<file path="config.mk">
export PLATFORM = sky130hd
export DESIGN_NAME = fetch_stage
export DESIGN_NICKNAME = d
export VERILOG_FILES = /design/src/rtl/fetch_stage.sv
export SDC_FILE = /design/constraint.sdc
export NUM_CORES = 1
export LEC_CHECK = 0
export ABC_AREA = 1
export BUFFER_PORTS_ARGS = -buffer_cell sky130_fd_sc_hd__buf_2
export CAP_MARGIN = 20
export CELL_PAD_IN_SITES_DETAIL_PLACEMENT = 1
export CELL_PAD_IN_SITES_GLOBAL_PLACEMENT = 1
export CORE_AREA = 4 4 167 169
export DETAILED_ROUTE_END_ITERATION = 10
export DIE_AREA = 0 0 171 173
export GPL_TIMING_DRIVEN = 0
export MAX_ROUTING_LAYER = met4
export PLACE_DENSITY_LB_ADDON = 0.08
export SLEW_MARGIN = 20
export SYNTH_ARGS = -nofsm -noshare
export SYNTH_HDL_FRONTEND = slang
export SYNTH_SLANG_ARGS = --single-unit
</file>
<file path="constraint.sdc">
create_clock -name clock -period 7.1 [get_ports clock]
set_input_delay 0.355 -clock clock [delete_from_list [all_inputs] [get_ports clock]]
set_output_delay 0.355 -clock clock [all_outputs]
set_load 0.01 [all_outputs]
</file>
<file path="src/rtl/fetch_stage.sv">
// IF stage and IF/ID pipeline register: PC, next-PC selection, fetch latch
// under hazard-unit stall/flush control, plus debug event counters.
module fetch_stage #(
    parameter logic [31:0] RESET_PC = 32'h0000_0000,
    parameter int          CNT_W    = 16
) (
    input  logic             clock,
    input  logic             reset,
    input  logic             pc_write,
    input  logic             if_id_write,
    input  logic             if_id_flush,
    input  logic [1:0]       s_npc,
    input  logic             zero,
    input  logic [31:0]      rs_data_id,
    output logic [31:0]      imem_addr,
    input  logic [31:0]      imem_rdata,
    output logic [31:0]      pc,
    output logic [31:0]      pc_id,
    output logic [31:0]      pc4_id,
    output logic [31:0]      instr_id,
    output logic             valid_id,
    output logic [CNT_W-1:0] stall_cnt,
    output logic [CNT_W-1:0] flush_cnt,
    output logic [CNT_W-1:0] redirect_cnt
);
    localparam logic [1:0]       PC_4   = 2'b00;
    localparam logic [1:0]       PC_BEQ = 2'b01;
    localparam logic [1:0]       PC_J   = 2'b10;
    localparam logic [1:0]       PC_JR  = 2'b11;
    localparam logic [CNT_W-1:0] CNT_ONE = {{(CNT_W-1){1'b0}}, 1'b1};

    logic [31:0]        r_pc;
    logic [31:0]        r_pc_id;
    logic [31:0]        r_instr_id;
    logic               r_valid_id;
    logic [CNT_W-1:0]   r_stall_cnt;
    logic [CNT_W-1:0]   r_flush_cnt;
    logic [CNT_W-1:0]   r_redirect_cnt;

    logic [31:0]        w_pc4;
    logic [31:0]        w_pc4_id;
    logic signed [31:0] w_br_off;
    logic [31:0]        w_next_pc;
    logic               w_redirect;

    assign w_pc4    = r_pc + 32'd4;
    assign w_pc4_id = r_pc_id + 32'd4;
    // Word offset from the branch immediate, sign-extended then scaled by 4.
    assign w_br_off = $signed({{14{r_instr_id[15]}}, r_instr_id[15:0], 2'b00});

    always_comb begin
        w_next_pc  = w_pc4;
        w_redirect = 1'b0;
        case (s_npc)
            PC_4: begin
                w_next_pc  = w_pc4;
                w_redirect = 1'b0;
            end
            PC_BEQ: begin
                if (zero) begin
                    w_next_pc  = w_pc4_id + $unsigned(w_br_off);
                    w_redirect = 1'b1;
                end
            end
            PC_J: begin
                w_next_pc  = {w_pc4_id[31:28], r_instr_id[25:0], 2'b00};
                w_redirect = 1'b1;
            end
            PC_JR: begin
                w_next_pc  = rs_data_id;
                w_redirect = 1'b1;
            end
            default: begin
                w_next_pc  = w_pc4;
                w_redirect = 1'b0;
            end
        endcase
    end

    // Stall and flush together leave the PC parked, so the held PC is re-fetched
    // into the bubble slot next cycle and nothing is duplicated.
    always_ff @(posedge clock) begin
        if (!reset) begin
            r_pc           <= RESET_PC;
            r_pc_id        <= 32'd0;
            r_instr_id     <= 32'd0;
            r_valid_id     <= 1'b0;
            r_stall_cnt    <= '0;
            r_flush_cnt    <= '0;
            r_redirect_cnt <= '0;
        end else begin
            if (pc_write)
                r_pc <= w_next_pc;

            if (if_id_flush) begin
                r_instr_id <= 32'd0;
                r_pc_id    <= 32'd0;
                r_valid_id <= 1'b0;
            end else if (if_id_write) begin
                r_instr_id <= imem_rdata;
                r_pc_id    <= r_pc;
                r_valid_id <= 1'b1;
            end

            if (!pc_write)
                r_stall_cnt <= r_stall_cnt + CNT_ONE;
            if (if_id_flush)
                r_flush_cnt <= r_flush_cnt + CNT_ONE;
            if (w_redirect)
                r_redirect_cnt <= r_redirect_cnt + CNT_ONE;
        end
    end

    assign imem_addr    = r_pc;
    assign pc           = r_pc;
    assign pc_id        = r_pc_id;
    assign pc4_id       = w_pc4_id;
    assign instr_id     = r_instr_id;
    assign valid_id     = r_valid_id;
    assign stall_cnt    = r_stall_cnt;
    assign flush_cnt    = r_flush_cnt;
    assign redirect_cnt = r_redirect_cnt;
endmodule

</file>
# Word-level counts from Yosys, hierarchy flattened
# Cells that the tools add are included.
# classes
n_addsub	6
eq_ne	3
muxes	4
n_bitwise	1
reduce_logical	3
# ops
op	count
$pmux W32 S4	1
$add A32 B3 Y32 const B	2
$add A16 B1 Y16 const B	3
$add A32 B32 Y32	1
$mux W32	1
$eq A2 B2 Y1 const B	2
$reduce_or A2 Y1	2
$pmux W1 S3	1
$eq A2 B1 Y1 const B	1
$logic_not A2 Y1	1
$mux W1	1
$not A1 Y1	1
# word_totals
regBits	145
inputBits	72
out_inout_bits	209
elab_cells	24

# Longest topological paths before layout
# Gate-level depths: netlist of run 1.
# logic_depth
ltp_word	4
depth_mapped	27
ltp_nobuf	26

# Worst setup path before layout of run 1
# No wires, ideal clock.
# synth_timing
kind	reg-to-reg
from	register r_pc_id[3], in the netlist pc_id[3]
to	register r_pc[31], in the netlist imem_addr[31]
setup_time_ns	0.071
t_arrival_ns	2.842
setup_slack_ns	4.187
stages_incl_launch_ff	24
synth_period_minus_slack_ns	2.913
cell_sequence	dfxtp_1 ha_1 inv_1 nor3_2 nand3_1 nor3_1 nand2_1 xor2_1 inv_1 ha_1 nand2_1 nor2_1 nand2_1 inv_1 nand2_1 nand2_1 inv_1 nand2_1 nand2_1 nand3_1 nand2_1 nand2_1 nand2_1 a21oi_1
# synth_between
elab_chain_cells	4
# synth_lines
item	line_no	text
from (decl)	33	logic [31:0] r_pc_id;
from (signal assigned)	101	r_pc_id <= r_pc;
$add A32 B3 Y32	47	assign w_pc4_id = r_pc_id + 32'd4;
net pc4_id[26]	19	output logic [31:0] pc4_id,
$add A32 B32 Y32	61	w_next_pc = w_pc4_id + $unsigned(w_br_off);
$mux W32	60	if (zero) begin
$pmux W32 S4	54	case (s_npc)
to (signal assigned)	93	r_pc <= w_next_pc;
to (decl)	32	logic [31:0] r_pc;
# The timed path passes the listed nets, and every way through them passes these cells.
# A chain may end at the register's enable or synchronous reset.

# Worst setup path after layout of run 1
# layout_timing
from	register r_pc_id[3], in the netlist pc_id[3]
to	register r_pc[27], in the netlist imem_addr[27]
# layout_between
elab_chain_cells	4
# layout_lines
item	line_no
$add A32 B3 Y32	47
$add A32 B32 Y32	61
$mux W32	60
$pmux W32 S4	54
# Every way passes these cells.

==> impl_metrics.csv, run 1 <==
group,metric,value,unit
run_status,outcome,"completed",
timing,setup-violations-final,0,
critical_path,crit_chain,"ha_1, inv_1, nor3_2, nand3_1, nor3_1, nand2_1, xor2_1, inv_1, ha_1, nand2_1, nor2_1, nand2_1, nor2_1, nand2_1, nand4_1, nand3_1, nand2_1, nand2_1, nand2_1, a21oi_1",
cts,cts.clk_slew.worst_paths,80,ps
detailed_routing,vias,12500,
layout,final_core_util,48.7,%
timing,skew,14.2,ps
detailed_routing,drt_first_pass_iters,5,
global_route,grt_pass1_wl,71.8,mm
placement,hpwlAfterDp,38.3,mm
critical_path,slowest_delay,400,ps
global_route,grt_max_degree,24,
layout,finalNetCount,2086,
critical_path,path_class,"reg2reg",
cts,cts_root_buf,"clkbuf_16",
placement,gp_congestion,0.973,
cts,cts_sinks,145,
placement,io_buffers,278,
cts,cts_setup_buffers,0,
timing,fmax,0.258,GHz
timing,drv_slew,0,
timing,rsz0062_at_grt,"no",
synth,yosys_warnings,0,
global_route,grt_usage,31.8,%
synth,syn_area,10500,um2
floorplan,io_pins,281,
cts,htreeDepth,4,
floorplan,die-area,29600,um2
synth,ys.flop_type,"dfxtp_1",
cts,cts_buffers,17,
global_route,antenna_found_initial,3,
job,maxCapViolCount,0,
timing,setup_slack,3230,ps
power_and_ir_drop,power.total,2.24,mW
synth,syn_avg_cell_area,6.26,um2
detailed_routing,via_per_inst,5.38,
synth,synth_seq_area_share,27.7,%
power_and_ir_drop,p_per_area,173,nW/um2
synth,synth_area_leaders,"dfxtp_1, nand2_1, a21oi_1, inv_1, ha_1",
floorplan,die_h,173,um
floorplan,start_util,39.4,%
detailed_routing,drcViolationCount,0,
layout,num-fill-cells,3730,
layout,area_delta_synth_final,23.4,%
floorplan,die_width,171,um
power_and_ir_drop,irDropWorstVdd,0.000108,V
detailed_routing,wl,46.8,mm
timing,tightest_slew,1050,ps
floorplan,core,26600,um2
global_route,overflow,0,
synth,synth.largest_area_cell,"dfxtp_1",
synth,synth.distinct_cells,57,
cts,cts_hold_buf,0,
critical_path,crit_arrival,4170,ps
timing,min_period,3870,ps
cts,ctsResizeCount,0,
critical_path,cp-end-kind,"register",
placement,detailedPlace.worstSlack,3320,ps
critical_path,worstPathMaxFanout,5,
timing,setup_tns,0,ps
timing,hold_ws,160,ps
detailed_routing,drtIter0Drc,761,
floorplan,rows,60,
critical_path,critPathRequiredTime,7400,ps
synth,syn_nets,1789,
cts,clock_path_buffers,2,
detailed_routing,antenna_left,0,
critical_path,crit_top_cell,"nand2_1",
synth,netlist.area_leader.share,27.7,%
cts,clkLatencyLatePin,440,ps
timing,fin_crit_sh,54.5,%
cts,cts_tree,"done",
synth,synth-edff-count,0,
synth,ys_ff_latch,145,
timing,finalHoldViolCount,0,
global_route,grt_pass1_vias,12800,
critical_path,worst_path_max_delay_cell,"dfxtp_1",
critical_path,worstSetupStartpointType,"register",
detailed_routing,post_drt_wl_per_cell,20.1,um
synth,synthArstFlopShare,0,%
hold_path,hold_path.class,"in2reg",
timing,relSlewSlack,30.1,%
power_and_ir_drop,p_leak,6.30,nW
synth,synthCells,1675,
layout,layout-drive-gt1-share,20.9,%
per-layer routing:
layer  vias up  wire length (um)  global-route usage, %
met5         -                 0                      -
met2       420             22800                   53.0
met4         0              1790                   12.2
li1       5988                 -                      -
met3        95              2640                   3.13
met1      6029             19500                   39.7
critical path: cells and delay by family, from the launching register on:
family / cells / cell delay, ps
buffers and inverters: 2 / 170
xor gates and xnor gates: 1 / 150
DFF: 1 / 400
AOI/OAI and AO/OA: 1 / 60
adders and majority gates: 2 / 680
and+or+nand+nor: 14 / 2260
power breakdown:
group | switching (mW) | internal (mW)
clock network | 0.441 | 0.549
logic | 0.230 | 0.128
registers | 0.0531 | 0.840
total | 0.724 | 1.52
cell families (layout without fill, tap and decap cells):
group,after synthesis,in the layout,share of synthesized area [%]
other,0,3,0
AND/OR/NAND/NOR,830,830,34.9
XOR/XNOR,45,45,3.76
adder cells (fa/ha/maj),42,42,5.08
AO/OA/AOI/OAI,319,319,16.6
buffers and inverters,294,604,11.9
flip-flops,145,145,27.7
synth_stat cells (4+ instances only):
| master | instances |
|---|---|
| nand2_1 | 500 |
| inv_1 | 199 |
| a21oi_1 | 182 |
| dfxtp_1 | 145 |
| nor2_1 | 134 |
| nand3_1 | 85 |
| o21ai_0 | 83 |
| ha_1 | 41 |
| clkbuf_1 | 40 |
| buf_4 | 35 |
| xor2_1 | 34 |
| nand4_1 | 24 |
| nor3_1 | 21 |
| a221oi_1 | 14 |
| nor3_2 | 11 |
| xnor2_1 | 11 |
| nand2_2 | 9 |
| nor2_2 | 8 |
| nor2_4 | 8 |
| inv_2 | 7 |
| o21a_1 | 7 |
| o21bai_1 | 6 |
| a211oi_1 | 5 |
| a31oi_1 | 5 |
| or2_2 | 5 |
| nand3_2 | 4 |
final timing paths:
kind | from | endpoint | slack [ps] | cells after the start
setup / recovery | pc_id[3] | imem_addr[27] | 3230 | 20
hold / removal | imem_rdata[4] | instr_id[4] | 160 | 3
setup reg to reg | pc_id[3] | imem_addr[27] | 3230 | 20
hold reg to reg | instr_id[29] | instr_id[29] | 470 | 2
area by class of cell:
| type | count | area, um2 | area share, % |
|---|---|---|---|
| diodes | 3 | 7.51 | 0.0580 |
| plain buffers | 83 | 455 | 3.52 |
| clock buffers | 18 | 439 | 3.40 |
| clock inverters | 14 | 186 | 1.44 |
| inverters | 211 | 797 | 6.16 |
| multi-input cells | 1236 | 6330 | 48.9 |
| flip-flops and latches | 145 | 2900 | 22.4 |
| well taps | 341 | 427 | 3.30 |
| repair buffers | 278 | 1390 | 10.8 |
sequential cells by signal (all words and copies together) (netlist names):
signal	flops
instr_id	32
imem_addr	32
flush_cnt	16
stall_cnt	16
pc_id	32
valid_id	1
redirect_cnt	16
through the flow:
step | cell area, um2 | cells
3_3_place_gp | 12300 | 2294
4_1_cts | 12900 | 2326
3_5_place_dp | 12300 | 2294
2_1_floorplan | 10500 | 1675
6_report | 12900 | 2329
5_1_grt | 12900 | 2329
placed cells by master, fill, tap and decap left out, drive strengths merged, types with 6 or more instances in the layout:
cell type  netlist  layout
buf             42     320
o21bai           6       6
nand3           89      89
a21oi          182     182
o21a             7       7
clkbuf          41      59
nor2           151     151
a221oi          14      14
dfxtp          145     145
nor3            34      34
o21ai           87      87
inv            208     217
xnor2           11      11
xor2            34      34
or2              6       6
nand4           25      25
ha              41      41
nand2          512     512
No activity file was read; power rests on OpenSTA's default activity.
==> inputs of run 2 (changes only) <==
- CORE_AREA: 4 4 167 169 -> 4 4 184 186
- DIE_AREA: 0 0 171 173 -> 0 0 188 190
- clock period: 7.1 -> 3.5 ns (I/O delays scaled with it)
==> run 2 against run 1 <==
Effect of this change:
- die area up 21%
- sequential cell count unchanged
- core utilization down 6.1 points
- first-iteration DRC count down 15%
- worst hold slack worse by 150 ps
- register-to-register slack worse by 3100 ps
- global-route usage down 4.1 points
- highest routed layer unchanged
- critical path depth down 2
- critical endpoint is now imem_addr[21]
==> impl_metrics.csv, run 2 (synthesis results as in run 1) <==
group,metric,value,unit
run_status,outcome,"completed",
placement,gp_congestion,0.956,
timing,rsz0062_at_grt,"yes",
cts,cts_sinks,145,
cts,htreeDepth,4,
power_and_ir_drop,power.share.clock,41.9,%
global_route,grt_max_degree,24,
detailed_routing,via_per_inst,5.03,
detailed_routing,drt_first_pass_iters,5,
timing,finalHoldViolCount,0,
hold_path,min_path_cells,3,
floorplan,die_width,188,um
timing,setup-violations-final,0,
critical_path,cp-end-kind,"register",
timing,setup_slack,177,ps
timing,skew,7.74,ps
detailed_routing,wl,49.2,mm
placement,hpwlAfterDp,40.2,mm
detailed_routing,antenna_left,0,
power_and_ir_drop,intPower,3.12,mW
floorplan,start_util,32.5,%
global_route,overflow,0,
critical_path,crit_arrival,3620,ps
floorplan,rows,66,
timing,relSlewSlack,8.74,%
detailed_routing,drcViolationCount,0,
floorplan,die_h,190,um
detailed_routing,drtIter0Drc,646,
power_and_ir_drop,p_leak,6.51,nW
layout,area_delta_synth_final,31.2,%
critical_path,path_class,"reg2reg",
power_and_ir_drop,sequentialPowerShare,40.6,%
placement,io_buffers,278,
critical_path,worstPathMaxFanout,5,
placement,dpl_cell_area,12400,um2
timing,fmax,0.301,GHz
power_and_ir_drop,switching_share,30.1,%
power_and_ir_drop,p_comb_share,17.5,%
power_and_ir_drop,p_per_area,325,nW/um2
global_route,grt_pass1_vias,12800,
power_and_ir_drop,power.total,4.47,mW
critical_path,worstSetupStartpointType,"register",
floorplan,io_pins,281,
global_route,grt_usage,27.8,%
layout,layout-drive-gt1-share,24.5,%
global_route,grt_pass1_wl,74.5,mm
detailed_routing,post_drt_wl_per_cell,20.0,um
critical_path,critPathRequiredTime,3800,ps
layout,final_core_util,42.6,%
cts,cts_tree,"done",
cts,cts_buffers,17,
power_and_ir_drop,p_sw,1.34,mW
layout,final_common_cell,"nand2_1",
job,maxCapViolCount,0,
timing,drv_slew,0,
global_route,antenna_found_initial,3,
timing,min_period,3320,ps
critical_path,r2r_cells,18,
cts,cts_root_buf,"clkbuf_16",
floorplan,die-area,35700,um2
layout,finalNetCount,2123,
floorplan,core,32300,um2
detailed_routing,vias,12400,
layout,final_cell_mix,"nand2_1, buf_2, inv_1",
cts,clkLatencyLatePin,440,ps
power_and_ir_drop,irDropWorstVdd,0.000335,V
layout,design_area,13700,um2
placement,detailedPlace.worstSlack,-344,ps
hold_path,hold_path.class,"in2reg",
cts,clock_path_buffers,2,
cts,cts.clk_slew.worst_paths,70,ps
timing,fin_crit_sh,94.9,%
timing,tightest_slew,1370,ps
## run 2: cell type report
type | count | area (um2)
antenna | 3 | 7.51
fill | 4320 | 18500
sequential | 145 | 2920
inverter | 211 | 797
clock inverter | 10 | 140
clock buffer | 18 | 439
tap | 442 | 553
timing repair buffer | 315 | 1740
multi-input combinational | 1236 | 6690
buffer | 83 | 458
## run 2: per-stage QoR
step                      hold WS, ps  cells  TNS, ps
after floorplan                   265   1675        0
after global placement            432   2395    -1300
after detailed placement          435   2395    -2010
after CTS                       0.706   2454    -6.14
after global routing             30.8   2463     -139
final                            13.5   2463        0
## run 2: per-layer routing
layer | part of all wire (%) | routed length, um | track usage [%] | up-vias
li1 | - | - | - | 6058
met1 | 43 | 21300 | 33.2 | 5936
met2 | 49 | 24200 | 48.1 | 314
met3 | 4.2 | 2070 | 3.69 | 72
met4 | 3.4 | 1680 | 10.1 | 0
met5 | 0 | 0 | - | -
## run 2: repair_timing
item	CTS	global route
hold endpoints to repair	29	0
resized for setup	18	82
pin swaps	1	14
hold buffers	29	0
buffers inserted	2	6
endpoints found under the setup margin	12	21
## run 2: power groups by stage
stage | combinational, mW | clock, mW | sequential, mW
after floorplan | 0.388 | 0 | 1.83
after global placement | 0.714 | 0 | 1.85
after detailed placement | 0.726 | 0 | 1.85
after CTS | 0.757 | 1.90 | 1.81
after global routing | 0.856 | 1.96 | 1.82
final | 0.782 | 1.87 | 1.82
## run 2: worst max-delay path, stage by stage, from the launching register on
cell and delay, ps:
dfxtp_2 390, nand2_1 100, inv_1 80, nand3_1 130, nor3_4 280, xor2_1 310
ha_1 350, nand2_1 80, nand2_1 70, o21bai_1 200, nand3b_1 330, nand2_1 160
nand2_1 70, nand2_1 60, nand3_1 150, nand2_1 140, nand2_1 70, nand2_1 130
a21oi_1 70
## run 2: final timing paths
| check | slack, ps | endpoint | start |
|---|---|---|---|
| hold reg to reg | 460 | instr_id[26] | instr_id[26] |
| setup / recovery | 180 | imem_addr[21] | pc_id[10] |
| hold / removal | 10 | instr_id[24] | imem_rdata[24] |
| setup reg to reg | 180 | imem_addr[21] | pc_id[10] |
==> inputs of run 3 (changes only) <==
- PLACE_DENSITY_LB_ADDON: 0.08 -> 0.2
==> run 3 against run 2 <==
Effect of this change:
- count of clock-buffer cells in the layout decreased by 1
- clock skew increased by 3.9 ps
- worst setup slack improved by 8.7 ps
- sequential cell count unchanged
- first-iteration DRC count increased by 20%
- critical path depth decreased by 4
- core utilization decreased by 0.43 points
- fmax increased by 0.26%
- die area unchanged
- combinational power decreased by 2%
- final area decreased by 1.0%
- global-route usage decreased by 0.56 points
- highest routed layer unchanged
==> impl_metrics.csv, run 3 (synthesis results as in run 1) <==
group,metric,value,unit
floorplan,die_width,188,um
global_route,overflow,0,
critical_path,cp-end-kind,"register",
critical_path,crit_arrival,3610,ps
timing,fin_crit_sh,94.7,%
global_route,grt_usage,27.2,%
cts,cts_buffers,17,
power_and_ir_drop,intPower,3.01,mW
cts,htreeDepth,4,
timing,rsz0062_at_grt,"yes",
critical_path,worstSetupStartpointType,"register",
power_and_ir_drop,p_comb_share,17.3,%
critical_path,r2r_start,"pc_id[4]",
hold_path,hold_path.class,"in2reg",
cts,cts_sinks,145,
power_and_ir_drop,sequentialPowerShare,40.8,%
detailed_routing,drcViolationCount,0,
timing,skew,11.7,ps
placement,numPlacedInstances,2395,
layout,final_cell_mix,"nand2_1, buf_2, inv_1",
power_and_ir_drop,p_leak,6.50,nW
layout,final_common_cell,"nand2_1",
global_route,grt_pass1_vias,12700,
layout,instances_no_fill,2464,
timing,setup_tns,0,ps
global_route,antenna_found_initial,5,
layout,layout-drive-gt1-share,24.2,%
layout,area_delta_synth_final,29.8,%
detailed_routing,drtIter0Drc,773,
critical_path,worstPathMaxFanout,6,
timing,setup-violations-final,0,
placement,gp_congestion,0.924,
timing,relSlewSlack,31.2,%
cts,clock_path_buffers,2,
power_and_ir_drop,irDropWorstVdd,0.000271,V
detailed_routing,post_drt_wl_per_cell,19.7,um
critical_path,path_class,"reg2reg",
critical_path,critPathRequiredTime,3800,ps
timing,drv_slew,0,
layout,finalNetCount,2118,
detailed_routing,drt_first_pass_iters,5,
power_and_ir_drop,p_sw,1.44,mW
timing,finalHoldViolCount,0,
job,maxCapViolCount,0,
floorplan,start_util,32.5,%
power_and_ir_drop,p_per_area,327,nW/um2
detailed_routing,via_per_inst,5.06,
cts,cts_tree,"done",
power_and_ir_drop,switching_share,32.3,%
cts,cts_root_buf,"clkbuf_16",
power_and_ir_drop,power.share.clock,41.9,%
floorplan,rows,66,
timing,fmax,0.302,GHz
global_route,grt_pass1_wl,73.2,mm
layout,design_area,13600,um2
cts,clkLatencyLatePin,440,ps
hold_path,hold_path.startpoint,"imem_rdata[27]",
floorplan,io_pins,281,
detailed_routing,antenna_left,0,
placement,hpwlAfterDp,40.3,mm
floorplan,die_h,190,um
run_status,outcome,"completed",
critical_path,crit_start,"pc_id[4]",
global_route,grt_max_degree,24,
cts,cts.clk_slew.worst_paths,70,ps
floorplan,die-area,35700,um2
timing,min_period,3310,ps
detailed_routing,vias,12500,
floorplan,core,32300,um2
detailed_routing,wl,48.6,mm
placement,io_buffers,278,
placement,dpl_cell_area,12400,um2
timing,tightest_slew,1030,ps
run 3: power groups by stage:
stage,Clock [mW],Sequential [mW],Combinational [mW]
2_1_floorplan,0,1.83,0.388
3_3_place_gp,0,1.85,0.711
5_1_grt,1.96,1.82,0.839
3_5_place_dp,0,1.85,0.724
4_1_cts,1.89,1.81,0.750
6_report,1.86,1.81,0.767
run 3: final cells by class:
class / count / area, um2
Antenna cell: 5 / 12.5
Buffer: 83 / 458
Clock buffer: 17 / 425
Clock inverter: 15 / 168
Fill cell: 4369 / 18700
Inverter: 211 / 797
Multi-Input combinational cell: 1236 / 6590
Sequential cell: 145 / 2920
Tap cell: 442 / 553
Timing Repair Buffer: 310 / 1690
run 3: final timing paths:
path                        end  slack (ps)  cells after the start
setup / recovery  imem_addr[14]         190                     14
hold / removal     instr_id[27]           6                      3
setup reg to reg  imem_addr[14]         190                     14
hold reg to reg    instr_id[29]         470                      2
run 3: repair_timing:
action,CTS,global route
hold buffers,23,0
gates resized for setup,13,66
setup endpoints to repair,11,19
cloned,0,0
pin swaps,1,14
hold endpoints to repair,23,0
buffers inserted,1,8
run 3: per-layer routing:
metal  global-route usage [%]  wire (um)  up-vias
met1                     32.7      20700     5953
met3                     3.54       2470       89
li1                         -          -     6066
met2                     46.6      23700      368
met5                        -          0        -
met4                     10.8       1800        0
run 3: stage by stage:
step	hold slack, ps	util [%]	power, mW	setup slack, ps
4_1_cts	1.46	41.2	4.45	3.04
3_3_place_gp	430	38.5	2.56	-241
5_1_grt	8.65	42.1	4.63	-74.1
6_report	6.46	42.1	4.44	186
3_5_place_dp	435	38.5	2.57	-340
2_1_floorplan	265	-	2.22	587
run 3: worst max-delay path, cell delays in order (launching register included):
cell and delay [ps]:
dfxtp_2 410, nand2_2 90, nor2_4 120, nand2_2 120, nor2_2 160, nand4_1 220
xnor2_2 310, ha_1 340, nand2_1 150, o21bai_1 130, nand3b_1 320, xnor2_1 340
nor2_1 70, o21ai_0 270, a31oi_1 120
